File: config.mk
export PLATFORM = sky130hd
export DESIGN_NAME = serial_logic_sequencer_flat
export DESIGN_NICKNAME = d
export VERILOG_FILES = /design/src/rtl/cpu_pkg.sv /design/src/rtl/serial_logic_sequencer_if.sv /design/src/rtl/bit_logic_cell.sv /design/src/rtl/serial_logic_sequencer.sv /design/src/flat_wrapper.sv
export SDC_FILE = /design/constraint.sdc
export NUM_CORES = 1
export LEC_CHECK = 0
export CAP_MARGIN = 10
export CORE_ASPECT_RATIO = 1.2
export CORE_MARGIN = 2
export CORE_UTILIZATION = 55
export DETAILED_ROUTE_END_ITERATION = 6
export GPL_TIMING_DRIVEN = 0
export HOLD_SLACK_MARGIN = 0.08
export PLACE_DENSITY_LB_ADDON = 0.15
export SLEW_MARGIN = 20
export SYNTH_ARGS = -nofsm -noshare
export SYNTH_HDL_FRONTEND = slang
export SYNTH_SLANG_ARGS = --single-unit
File: constraint.sdc
create_clock -name clk -period 2.5 [get_ports clk]
set_input_delay 0.375 -clock clk [delete_from_list [all_inputs] [get_ports clk]]
set_output_delay 0.375 -clock clk [all_outputs]
set_load 0.01 [all_outputs]
File: src/rtl/cpu_pkg.sv
// Shared CPU definitions for the serial logic unit.
//   - 2-bit logic op encodings (XOR, AND, OR, NOT A)
//   - sequencer FSM state type
package cpu_pkg;

    localparam logic [1:0] OP_XOR  = 2'b00;
    localparam logic [1:0] OP_AND  = 2'b01;
    localparam logic [1:0] OP_OR   = 2'b10;
    localparam logic [1:0] OP_NOTA = 2'b11;

    typedef enum logic [1:0] {
        S_IDLE  = 2'b00,
        S_SHIFT = 2'b01,
        S_DONE  = 2'b10
    } state_e;

endpackage

File: src/rtl/serial_logic_sequencer_if.sv
// Control-path handshake and operand bus for the serial logic sequencer.
//   start/op/a/b : issued by the CPU (master)
//   busy/done    : handshake status from the sequencer (slave)
//   result/zero/parity : held result and flags, valid while done=1 and afterwards
interface serial_logic_sequencer_if #(
    parameter int unsigned WIDTH = 16
);
    logic             start;
    logic [1:0]       op;
    logic [WIDTH-1:0] a;
    logic [WIDTH-1:0] b;
    logic             busy;
    logic             done;
    logic [WIDTH-1:0] result;
    logic             zero;
    logic             parity;

    modport master (
        output start, op, a, b,
        input  busy, done, result, zero, parity
    );

    modport slave (
        input  start, op, a, b,
        output busy, done, result, zero, parity
    );
endinterface

File: src/rtl/bit_logic_cell.sv
// Single-bit logic cell: y = f(op, a, b).
//   op : operation select (XOR, AND, OR, NOT A)
//   a  : operand A bit
//   b  : operand B bit (ignored for NOT A)
//   y  : result bit
module bit_logic_cell
    import cpu_pkg::*;
(
    input  logic [1:0] op,
    input  logic       a,
    input  logic       b,
    output logic       y
);

    logic y_xor;
    logic y_and;
    logic y_or;
    logic y_nota;

    xor u_xor (y_xor, a, b);
    and u_and (y_and, a, b);
    or  u_or  (y_or, a, b);
    not u_not (y_nota, a);

    always_comb begin
        y = 1'b0;
        unique case (op)
            OP_XOR:  y = y_xor;
            OP_AND:  y = y_and;
            OP_OR:   y = y_or;
            OP_NOTA: y = y_nota;
        endcase
    end

endmodule

File: src/rtl/serial_logic_sequencer.sv
// Bit-serial WIDTH-bit logic unit. Runs one bit per clock through a single
// bit_logic_cell, LSB first, and returns result plus zero/parity flags.
//   clk : rising-edge clock
//   rst : synchronous active-high reset
//   bus : slave side of the start/busy/done handshake and operand/result bus
// Accept at edge E0, done high after edge E(WIDTH); one op per WIDTH+2 cycles.
module serial_logic_sequencer
    import cpu_pkg::*;
#(
    parameter int unsigned WIDTH = 16
) (
    input  logic                     clk,
    input  logic                     rst,
    serial_logic_sequencer_if.slave  bus
);

    localparam int unsigned CNT_W = $clog2(WIDTH);
    localparam logic [CNT_W-1:0] LastBit = CNT_W'(WIDTH - 1);

    state_e           state_q, state_d;
    logic [CNT_W-1:0] cnt_q, cnt_d;
    logic [1:0]       op_q, op_d;
    logic [WIDTH-1:0] a_sh_q, a_sh_d;
    logic [WIDTH-1:0] b_sh_q, b_sh_d;
    logic [WIDTH-1:0] acc_q, acc_d;
    logic             par_q, par_d;
    logic [WIDTH-1:0] result_q, result_d;
    logic             zero_q, zero_d;
    logic             parity_q, parity_d;

    logic             cell_y;
    logic [WIDTH-1:0] acc_shifted;

    bit_logic_cell u_cell (
        .op (op_q),
        .a  (a_sh_q[0]),
        .b  (b_sh_q[0]),
        .y  (cell_y)
    );

    // New bit enters at the MSB so after WIDTH shifts bit 0 sits at position 0.
    assign acc_shifted = {cell_y, acc_q[WIDTH-1:1]};

    always_comb begin
        state_d  = state_q;
        cnt_d    = cnt_q;
        op_d     = op_q;
        a_sh_d   = a_sh_q;
        b_sh_d   = b_sh_q;
        acc_d    = acc_q;
        par_d    = par_q;
        result_d = result_q;
        zero_d   = zero_q;
        parity_d = parity_q;

        unique case (state_q)
            S_IDLE: begin
                if (bus.start) begin
                    state_d = S_SHIFT;
                    op_d    = bus.op;
                    a_sh_d  = bus.a;
                    b_sh_d  = bus.b;
                    cnt_d   = '0;
                    acc_d   = '0;
                    par_d   = 1'b0;
                end
            end
            S_SHIFT: begin
                acc_d  = acc_shifted;
                a_sh_d = {1'b0, a_sh_q[WIDTH-1:1]};
                b_sh_d = {1'b0, b_sh_q[WIDTH-1:1]};
                par_d  = par_q ^ cell_y;
                cnt_d  = cnt_q + 1'b1;
                if (cnt_q == LastBit) begin
                    // Last bit: publish from the just-computed values, not the
                    // stale accumulator.
                    state_d  = S_DONE;
                    cnt_d    = '0;
                    result_d = acc_shifted;
                    zero_d   = (acc_shifted == '0);
                    parity_d = par_q ^ cell_y;
                end
            end
            S_DONE: begin
                state_d = S_IDLE;
            end
            default: begin
                state_d = S_IDLE;
            end
        endcase
    end

    always_ff @(posedge clk) begin
        if (rst) begin
            state_q  <= S_IDLE;
            cnt_q    <= '0;
            op_q     <= '0;
            a_sh_q   <= '0;
            b_sh_q   <= '0;
            acc_q    <= '0;
            par_q    <= 1'b0;
            result_q <= '0;
            zero_q   <= 1'b0;
            parity_q <= 1'b0;
        end else begin
            state_q  <= state_d;
            cnt_q    <= cnt_d;
            op_q     <= op_d;
            a_sh_q   <= a_sh_d;
            b_sh_q   <= b_sh_d;
            acc_q    <= acc_d;
            par_q    <= par_d;
            result_q <= result_d;
            zero_q   <= zero_d;
            parity_q <= parity_d;
        end
    end

    assign bus.busy   = (state_q != S_IDLE);
    assign bus.done   = (state_q == S_DONE);
    assign bus.result = result_q;
    assign bus.zero   = zero_q;
    assign bus.parity = parity_q;

endmodule

File: src/flat_wrapper.sv
// flat-port wrapper written by rule: the top's interface ports become plain ports
module serial_logic_sequencer_flat import cpu_pkg::*;
#(
    parameter int unsigned WIDTH = 16
)
  (clk, rst, bus_start, bus_op, bus_a, bus_b, bus_busy, bus_done, bus_result, bus_zero, bus_parity);
  serial_logic_sequencer_if #(.WIDTH(WIDTH)) bus_i ();
  input  logic clk;
  input  logic rst;
  input wire logic [$bits(bus_i.start)-1:0] bus_start;
  input wire logic [$bits(bus_i.op)-1:0] bus_op;
  input wire logic [$bits(bus_i.a)-1:0] bus_a;
  input wire logic [$bits(bus_i.b)-1:0] bus_b;
  output wire logic [$bits(bus_i.busy)-1:0] bus_busy;
  output wire logic [$bits(bus_i.done)-1:0] bus_done;
  output wire logic [$bits(bus_i.result)-1:0] bus_result;
  output wire logic [$bits(bus_i.zero)-1:0] bus_zero;
  output wire logic [$bits(bus_i.parity)-1:0] bus_parity;
  assign bus_i.start = bus_start;
  assign bus_i.op = bus_op;
  assign bus_i.a = bus_a;
  assign bus_i.b = bus_b;
  assign bus_busy = bus_i.busy;
  assign bus_done = bus_i.done;
  assign bus_result = bus_i.result;
  assign bus_zero = bus_i.zero;
  assign bus_parity = bus_i.parity;
  serial_logic_sequencer #(.WIDTH(WIDTH)) u_core (.clk(clk), .rst(rst), .bus(bus_i));
endmodule
* Word level (Yosys, flattened, before mapping)
Cells that the tools add are included.
Storage, ports and cells: input bits 37, logic and storage cells 48, register bits after elaboration 75, output and inout port bits 20
Cells by class: add/subtract/negate cells 1, reductions and logical operators 9, multiplexer cells 15, equal/unequal tests 8, bitwise operators 5
Operator list (number):
- one-hot mux 16 bit (2 select lines) | 3
- 2-to-1 mux 16 bit | 3
- zero test 16 bit | 1
- 2-to-1 mux 4 bit | 2
- one-hot mux 4 bit (2 select lines) | 1
- AND reduction 2 bit | 4
- equality test 2 bit, second input constant | 3
- adder 4 x 1 -> 4 bit, second input constant | 1
- equality test 2 x 1 -> 1 bit, second input constant | 2
- equality test 4 bit, second input constant | 1
- zero test 2 bit | 2
- 2-to-1 mux 2 bit | 2
- one-hot mux 1 bit (4 select lines) | 1
- one-hot mux 2 bit (2 select lines) | 1
- nonzero test 2 bit | 2
- inequality test 2 x 1 -> 1 bit, second input constant | 1
- inequality test 2 bit, second input constant | 1
- one-hot mux 1 bit (2 select lines) | 1
- bitwise XOR 1 bit | 2
- bitwise AND 1 bit | 1
- 2-to-1 mux 1 bit | 1
- inverter 1 bit | 1
- OR 1 bit | 1

* Logic depth before layout (Yosys ltp)
depth after elaboration 4, depth in mapped cells 7, depth with buffers taken out 6

* By module
Synthesis repeated with hierarchy kept, for this count alone.
Second synthesis, totals: cell total of the unflattened synthesis 381, area, all modules 3070.4 um^2
By module, submodules not included:
- serial_logic_sequencer | cells each 375, area each 3011.6 um^2, instances 1, sequential area each 1481.4 um^2
- bit_logic_cell | cells each 6, area each 58.8 um^2, instances 1, sequential area each 0.0 um^2

* Worst setup path after synthesis
Ideal clock, no wire load.
kind register to register, start reg u_core.a_sh_q[0], end reg u_core.par_q, stages on the path, launching flop included 7, setup slack 807 ps, arrival 1619 ps, buffers on the path 0, path through dfxtp_1 -> inv_1 -> ha_1 -> inv_1 -> mux4_2 -> or3_1 -> a31oi_1
On the way: longest elaborated chain between the ends 4
RTL lines:
- from (decl) | line serial_logic_sequencer.sv:23 | logic [WIDTH-1:0] a_sh_q, a_sh_d;
- from (signal assigned) | line serial_logic_sequencer.sv:109 | a_sh_q <= a_sh_d;
- OR 1 bit, or another cell as far along | line bit_logic_cell.sv:22 | or u_or (y_or, a, b);
- one-hot mux 1 bit (4 select lines) (*) | line bit_logic_cell.sv:27 | unique case (op)
- bitwise XOR 1 bit (*) | line serial_logic_sequencer.sv:72 | par_d = par_q ^ cell_y;
- one-hot mux 1 bit (2 select lines) (*) | line serial_logic_sequencer.sv:56 | unique case (state_q)
- to (signal assigned) | line serial_logic_sequencer.sv:112 | par_q <= par_d;
- to (decl) | line serial_logic_sequencer.sv:26 | logic par_q, par_d;
Mark *: on every way between the ends. The rest lies on a longest branch, timed or not. A chain may end at the register's enable or synchronous reset.

* Worst setup path in the final report
Ends and elaborated chain as after synthesis.

==> out/results.ini <==
[status]
status=completed

[clock_network]
clockBufferDepth=2
clock_sinks=74
insertion_delay_ns=0.35
ctsResizeCount=0
cts_max_level=3
post_cts_buffers=0
cts-root-buf=clkbuf_8
numCtsBuffers=9
ctsHoldBuffers=0
cts_tree=yes
clk_pin_slew_worst_paths_ns=0.08

[die]
die_height_um=84.93
dieArea_sq_um=6067
rows=29
start_util=0.5705
ioPinCount=57
dieWidth_um=71.44
core_sq_um=5261

[logic_synthesis]
synth_top_family_by_area=simple AND/OR/NAND/NOR gates
ys_types=28
synthFlopType=dfxtp_1
ys_seq_area_frac=0.4935
synthMuxAreaShare=0.007503
syn-instance-count=382
async_reset_ff_frac=0
yosys.area_share.simple=0.2605
synth_xor_xnor_area_share=0
ys_warn_count=0
ys_ff_latch=74
syn_nets=422
synth_most_common_cell=nand2_1
synth_top_area_cell=dfxtp_1
synthAdderAreaFrac=0.01251
netlist_area_sq_um=3002
synth_edf_count=0
syn_area_per_cell_sq_um=7.858
synthTopCellsByArea=dfxtp_1 (49%), nand2_1 (14%), a311oi_1 (8.5%)
synth_compound_area_frac=0.1734
synth_common_cells=nand2_1 (110), dfxtp_1 (74), a21oi_1 (42), nor2_1 (42), a311oi_1 (29)
synth_top_area_share=0.4935

[setup_path]
start_kind=register
endpoint_kind=register
r2r_end=u_core.par_q
reg2reg_depth=6
cp_max_fo=7
path_class=register to register
regToRegSetupSlack_ns=0.64
reg2reg_from=u_core.a_sh_q[0]
required_ns=2.77
arrival_ns=2.14

[layout]
final_cells=515
syn_to_final_growth_pct=27.43
antenna_cells=0
fin_nets=488
drive_gt1_frac=0.06181

[timing]
min_period_ns=1.860
slew_headroom=0.6619
fmax_mhz=537.5
tightestPinTransition_ns=0.5071
timing.final.crit_share=0.7442
skew_ns=0.009176
rsz0062_at_grt=no
hold_violations=0
finalSetupViolCount=0
maxSlewViolCount=0
fin_tns_setup_ns=0

[global_routing]
track_usage=0.2449
grt_pass1_wl_mm=11.90
met3_usage=0.04157
met2_usage=0.4301
grt_use_met1=0.2908
grt_overflow=0
antenna_found_initial=0
grt_max_degree=14
grt.busiest_layer=met2
grt_pass1_vias=2675

[worst_hold_path]
min_to=u_core.bus.result[7]
min_from=u_core.bus.result[7]
worstHoldPathType=register to register
holdPathStages=2

[placed_design]
finalWeightedCongestion=0.8087
placedCellCount=499
io_buffers=55
place_hpwl_mm=4.909

[detailed_routing]
drc=0
drtAntennaViolNets=0
drt_iter0_markers=258
wl_mm=7.043
vias=2887
first_pass_iters=4
wl_per_cell_um=13.68
vias_per_cell=5.606

[power_and_ir_drop]
power_frac_seq=0.510
p_int_mw=1.833
power_density_nw_per_um2=651.4
p_sw_frac=0.2645
p_sw_mw=0.6590
p_clk_frac=0.367
p_leak_nw=1.349
comb_power_share=0.123
ir_drop_v=0.0004294

[job]
drv_cap=0

[flip-flops by register name (all words and copies together) (netlist names)]
register           flops
u_core.bus.result     16
u_core.b_sh_q         16
u_core.cnt_q           4
u_core.par_q           1
u_core.a_sh_q         16
u_core.acc_q          15
u_core.state_q         2
u_core.bus.zero        1
u_core.op_q            2
u_core.bus.parity      1
[area by class of cell]
cell class	count	area, sq um
Sequential cell	74	1481
Fill cell	440	1436
Multi-Input combinational cell	271	1363
Timing Repair Buffer	55	550.5
Buffer	31	135.1
Clock buffer	10	127.6
Tap cell	62	77.57
Clock inverter	6	67.56
Inverter	6	22.52
[power by group through the flow]
stage | logic, mW | registers [mW] | clock network, mW
after global routing | 0.336 | 1.28 | 0.969
final | 0.306 | 1.27 | 0.914
after global placement | 0.295 | 1.30 | 0
after detailed placement | 0.302 | 1.30 | 0
after CTS | 0.306 | 1.27 | 0.916
after floorplan | 0.190 | 1.29 | 0
[cells in the final DEF (no fill, tap or decap), types with 2 or more instances in the layout]
| cell | netlist | layout |
|---|---|---|
| clkdlybuf4s50_1 | 0 | 55 |
| o21ai_0 | 2 | 2 |
| nand3_1 | 21 | 21 |
| a21oi_1 | 42 | 42 |
| buf_2 | 9 | 9 |
| dfxtp_1 | 74 | 74 |
| a211oi_1 | 3 | 3 |
| clkbuf_8 | 0 | 9 |
| nor3b_1 | 3 | 3 |
| nor4_1 | 3 | 3 |
| a311oi_1 | 29 | 29 |
| ha_1 | 3 | 3 |
| nor2_1 | 42 | 42 |
| inv_1 | 6 | 6 |
| clkinvlp_4 | 0 | 2 |
| clkbuf_1 | 19 | 20 |
| nand2_1 | 110 | 110 |
| buf_1 | 2 | 2 |
| clkinv_4 | 0 | 2 |
| nor2b_1 | 2 | 2 |
[metrics by stage]
step | cell area, sq um | hold slack [ns] | setup WS, ns | power, mW | util
2_1_floorplan | 3002 | 0.4414 | 0.8065 | 1.480 | -
3_3_place_gp | 3630 | 0.4411 | 0.4863 | 1.591 | 0.6899
3_5_place_dp | 3630 | 0.4456 | 0.4472 | 1.600 | 0.6899
4_1_cts | 3825 | 0.4435 | 0.6425 | 2.493 | 0.7270
5_1_grt | 3825 | 0.4780 | 0.5458 | 2.585 | 0.7270
6_report | 3825 | 0.4551 | 0.6396 | 2.492 | 0.7270
[how the worst max path moves through the flow]
stage                                 to  depth (start not counted)             start  slack (ns)
floorplan                   u_core.par_q                          6  u_core.a_sh_q[0]        0.81
CTS                         u_core.par_q                          6  u_core.a_sh_q[0]        0.64
global route        u_core.bus.result[4]                          7   u_core.cnt_q[0]        0.55
global placement        u_core.b_sh_q[1]                          6         bus_start        0.49
finish                      u_core.par_q                          6  u_core.a_sh_q[0]        0.64
detailed placement      u_core.a_sh_q[5]                          6         bus_start        0.45
[cells by family (layout without fill, tap and decap cells)]
| group | Yosys count | count (layout) |
|---|---|---|
| AOI/OAI and AO/OA | 79 | 79 |
| muxes | 1 | 1 |
| adders and majority gates | 3 | 3 |
| buffers and inverters | 37 | 108 |
| DFF | 74 | 74 |
| and+or+nand+nor | 188 | 188 |
[worst max-delay path, cell delays in order, from the launching register on]
cell and delay, ns:
dfxtp_1 0.36, inv_1 0.07, ha_1 0.29, inv_1 0.04, mux4_2 0.53, or3_1 0.34
a31oi_1 0.17
[per-layer routing]
layer / part of all wire / wire length, um / vias to the layer above
met5: 0 / 0 / -
met4: 0.016 / 114 / 0
met3: 0.047 / 331 / 11
met2: 0.51 / 3585 / 79
met1: 0.43 / 3011 / 1360
li1: - / - / 1437
No activity file was read; power rests on OpenSTA's default activity.
==> variant 1: new RTL, same flow settings <==
`WIDTH` is set to 16 in 3 places; all go to 8.
--- a/src/rtl/serial_logic_sequencer_if.sv
+++ b/src/rtl/serial_logic_sequencer_if.sv
@@ -5,3 +5,3 @@
 interface serial_logic_sequencer_if #(
-    parameter int unsigned WIDTH = 16
+    parameter int unsigned WIDTH = 8
 );
--- a/src/rtl/serial_logic_sequencer.sv
+++ b/src/rtl/serial_logic_sequencer.sv
@@ -9,3 +9,3 @@
 #(
-    parameter int unsigned WIDTH = 16
+    parameter int unsigned WIDTH = 8
 ) (
--- a/src/flat_wrapper.sv
+++ b/src/flat_wrapper.sv
@@ -3,3 +3,3 @@
 #(
-    parameter int unsigned WIDTH = 16
+    parameter int unsigned WIDTH = 8
 )
Ports: changed (resized bus_a, bus_b and bus_result); port bits go from 57 to 33. The function was not compared with the original's and may differ.
==> variant 1 against the original RTL <==
Setup slack got worse by 0.063 ns; hold slack worse by 0.16 ns; wire length shrank 48%; via count shrank 47%; synthesized cell count is 47% lower; maximum frequency fell by 3.3%; final area down 45%; cell count shrank 46%; synthesized area shrank 43%; power decreased by 52%; sequential cell count is 33 lower; global-route usage shrank 0.94 points; critical endpoint is now bus_done; largest cell class unchanged; highest routed layer unchanged.
==> variant 1: results <==
[power]
peakVddDrop_mv = 0.506
comb_power_share_pct = 13.4
p_sw_mw = 0.301
powerSeq_mw = 0.701

[clock_network]
htree_levels = 2
cts_root_buf = "clkbuf_4"
numCtsBuffers = 5

[routing]
wl_met2_um = 1930
dr_total_vias = 1541
wl_per_cell_um = 13.2
met1Wirelength_um = 1480
wirelength_um = 3670
dr_wl_met3_um = 212
drtIter0Drc = 41

[worst_hold_path]
hold_end = "u_core.a_sh_q[0]"
worstHoldStart = "rst"
hp-class = "in2reg"

[placed_design]
portBuffers = 31
gp_congestion = 0.747
dp_slack_ns = 0.459

[yosys]
synth_top_cells_by_count = "48 x nand2_1, 41 x dfxtp_1, 33 x nor2_1"
synth_fp_nets = 229
yosysUniqueCellTypes = 26
yosysSeqAreaShare_pct = 48.2
synthCells = 204
synth.mux.area_fraction_pct = 3.68

[global_routing]
gr-usage-all-layers_pct = 23.6
grtUsageMet2_pct = 40.8
grt_max_degree = 12
grt_pass1_wl_um = 6170

[cells_and_area]
drive_above_1_share_pct = 7.44
fill_cells = 243

[worst_setup_path]
cp.arrival_ns = 1.55
rrSetupSlack_ns = 0.67
r2r-end = "u_core.bus.zero"
cp_slowest_cell = "clkdlybuf4s50_1"
crit_path_max_fanout = 9

[sta]
skew_ns = 0.00423

[outcome]
status = "complete, no violations"
-- variant 1: cell count changes in the layout (fill, tap and decap cells not counted), moves of 8 or more --
cell	before	now
clkbuf_1	20	9
clkdlybuf4s50_1	55	31
a21oi_1	42	10
clkbuf_8	9	1
nand2_1	110	48
a22oi_1	0	9
nand3_1	21	0
a311oi_1	29	14
dfxtp_1	74	41
nor2_1	42	33
-- variant 1: stage by stage --
stage | power, mW | hold slack, ns | area [um^2] | util (%)
floorplan | 0.812 | 0.445 | 1700 | -
global placement | 0.866 | 0.443 | 2060 | 68.6
detailed placement | 0.875 | 0.447 | 2060 | 68.6
CTS | 1.20 | 0.288 | 2110 | 70.4
global route | 1.25 | 0.297 | 2110 | 70.4
finish | 1.19 | 0.298 | 2110 | 70.4
-- variant 1: layout make-up --
| class | instances | area [um^2] | area share, % |
|---|---|---|---|
| plain buffers | 15 | 65.1 | 3.08 |
| repair buffers | 31 | 310 | 14.7 |
| flip-flops and latches | 41 | 821 | 38.9 |
| multi-input cells | 143 | 797 | 37.7 |
| inverters | 5 | 18.8 | 0.889 |
| clock buffers | 7 | 55.1 | 2.61 |
| well taps | 36 | 45.0 | 2.13 |
-- variant 1: worst max-delay path by stage --
stage / from / endpoint / slack (ns) / depth (start not counted)
final: u_core.state_q[1] / bus_done / 0.58 / 3
after global routing: u_core.state_q[1] / bus_done / 0.48 / 3
after CTS: u_core.state_q[1] / bus_done / 0.56 / 3
after detailed placement: bus_start / u_core.b_sh_q[6] / 0.46 / 6
after global placement: bus_start / u_core.b_sh_q[4] / 0.51 / 6
after floorplan: u_core.a_sh_q[0] / u_core.bus.zero / 0.78 / 5
==> variant 2: new RTL, same flow settings <==
Made on the original files. `a_sh_q`, `b_sh_q` and `result_q` no longer have a reset.
--- a/src/rtl/serial_logic_sequencer.sv
+++ b/src/rtl/serial_logic_sequencer.sv
@@ -97,7 +97,4 @@
             op_q     <= '0;
-            a_sh_q   <= '0;
-            b_sh_q   <= '0;
             acc_q    <= '0;
             par_q    <= 1'b0;
-            result_q <= '0;
             zero_q   <= 1'b0;
@@ -108,7 +105,4 @@
             op_q     <= op_d;
-            a_sh_q   <= a_sh_d;
-            b_sh_q   <= b_sh_d;
             acc_q    <= acc_d;
             par_q    <= par_d;
-            result_q <= result_d;
             zero_q   <= zero_d;
@@ -116,2 +110,8 @@
         end
+    end
+
+    always_ff @(posedge clk) begin
+        a_sh_q   <= a_sh_d;
+        b_sh_q   <= b_sh_d;
+        result_q <= result_d;
     end
Behaviour: no difference found for any inputs over 10 cycles, from zero or initial values and one cycle with rst high; that may be too few to reach the edited logic, so the function may still have changed.
==> variant 2 against the original RTL <==
First-iteration DRC count fell by 20%; synthesized area fell by 4.0%; highest routed layer unchanged; power fell by 1.1%; wire length fell by 28%; sequential share of layout area rose by 14 points; setup slack got worse by 0.011 ns; sequential cell count did not move; final area fell by 3.5%.
==> variant 2: results <==
[placed_design]
placedCellCount = 381
hpwlAfterDp_um = 3580
dp_slack_ns = 0.365

[yosys]
synth_top_cells_by_count = "93 x nand2_1, 48 x edfxtp_1, 26 x dfxtp_1"
synth.avg_cell_area_um2 = 10.8
synth_fp_nets = 306
synth.mux.area_fraction_pct = 1.48
ys.flop_type = "edfxtp_1"
yosysSeqAreaShare_pct = 68.1
synth_fa_ha_area_share_pct = 1.30
synth_xor_area_share_pct = 0.304
synth_compound_area_share_pct = 6.86
yosysUniqueCellTypes = 30
synth-edff-count = 48

[global_routing]
grt_pass1_vias = 1996
grt_max_degree = 34
grt_pass1_wl_um = 8670
gr-usage-all-layers_pct = 19.1

[power]
power_combinational_mw = 0.221
p_leak_nw = 1.47
power_density_nw_per_um2 = 667
p_sw_mw = 0.538

[cells_and_area]
multi_input_gates = 171
final-nonclk-buf-share_pct = 16.5
n_all_buffers = 70
multi_input_area_share_pct = 22.7
fin_cells = 397
clkbuf_count = 14
seq-cell-share_pct = 53.1
seq_cell_count = 74
drive_above_1_share_pct = 5.93
fill_cells = 378
clock_area_share_pct = 4.98
final_nets = 372

[worst_hold_path]
worstHoldStart = "rst"
hp-class = "in2reg"
hold_end = "u_core.bus.zero"

[outcome]
status = "complete, no violations"

[sta]
finalCritPeriodShare_pct = 74.9
holdWs_ns = 0.420
slew_headroom_pct = 55.2
skew_ns = 0.00618

[worst_setup_path]
crit-reg2reg-launch = "u_core.cnt_q[0]"
crit_path_max_fanout = 18
r2r-end = "u_core.bus.parity"

[routing]
drtIter0Drc = 206
-- variant 2: cell count changes in the layout (fill, tap and decap cells not counted), moves of 3 or more --
cell	delta
nand2_1	-17
buf_2	-7
nor2_1	-17
nor3b_1	-3
a21oi_1	-38
clkbuf_1	-4
dfxtp_1	-48
nand3_1	-20
edfxtp_1	+48
a311oi_1	-28
a22oi_1	+16
-- variant 2: worst max-delay path, delay by kind of cell, from the launching register on --
family	cells	cell delay, ns
flip-flops	1	0.40
AND/OR/NAND/NOR	3	0.44
buffers and inverters	1	0.50
AO/OA/AOI/OAI	1	0.22
adder cells (fa/ha/maj)	1	0.23
-- variant 2: per-stage QoR --
step / cell area, um^2 / setup TNS [ns]
floorplan: 2880 / 0
global placement: 3510 / -1.71
detailed placement: 3510 / 0
CTS: 3690 / 0
global route: 3690 / 0
finish: 3690 / 0
-- variant 2: metal layers --
metal / wire length [um] / track usage, %
met2: 2690 / 34.5
met1: 2090 / 21.3
met3: 221 / 5.10
met5: 0 / 0
met4: 93 / 7.34
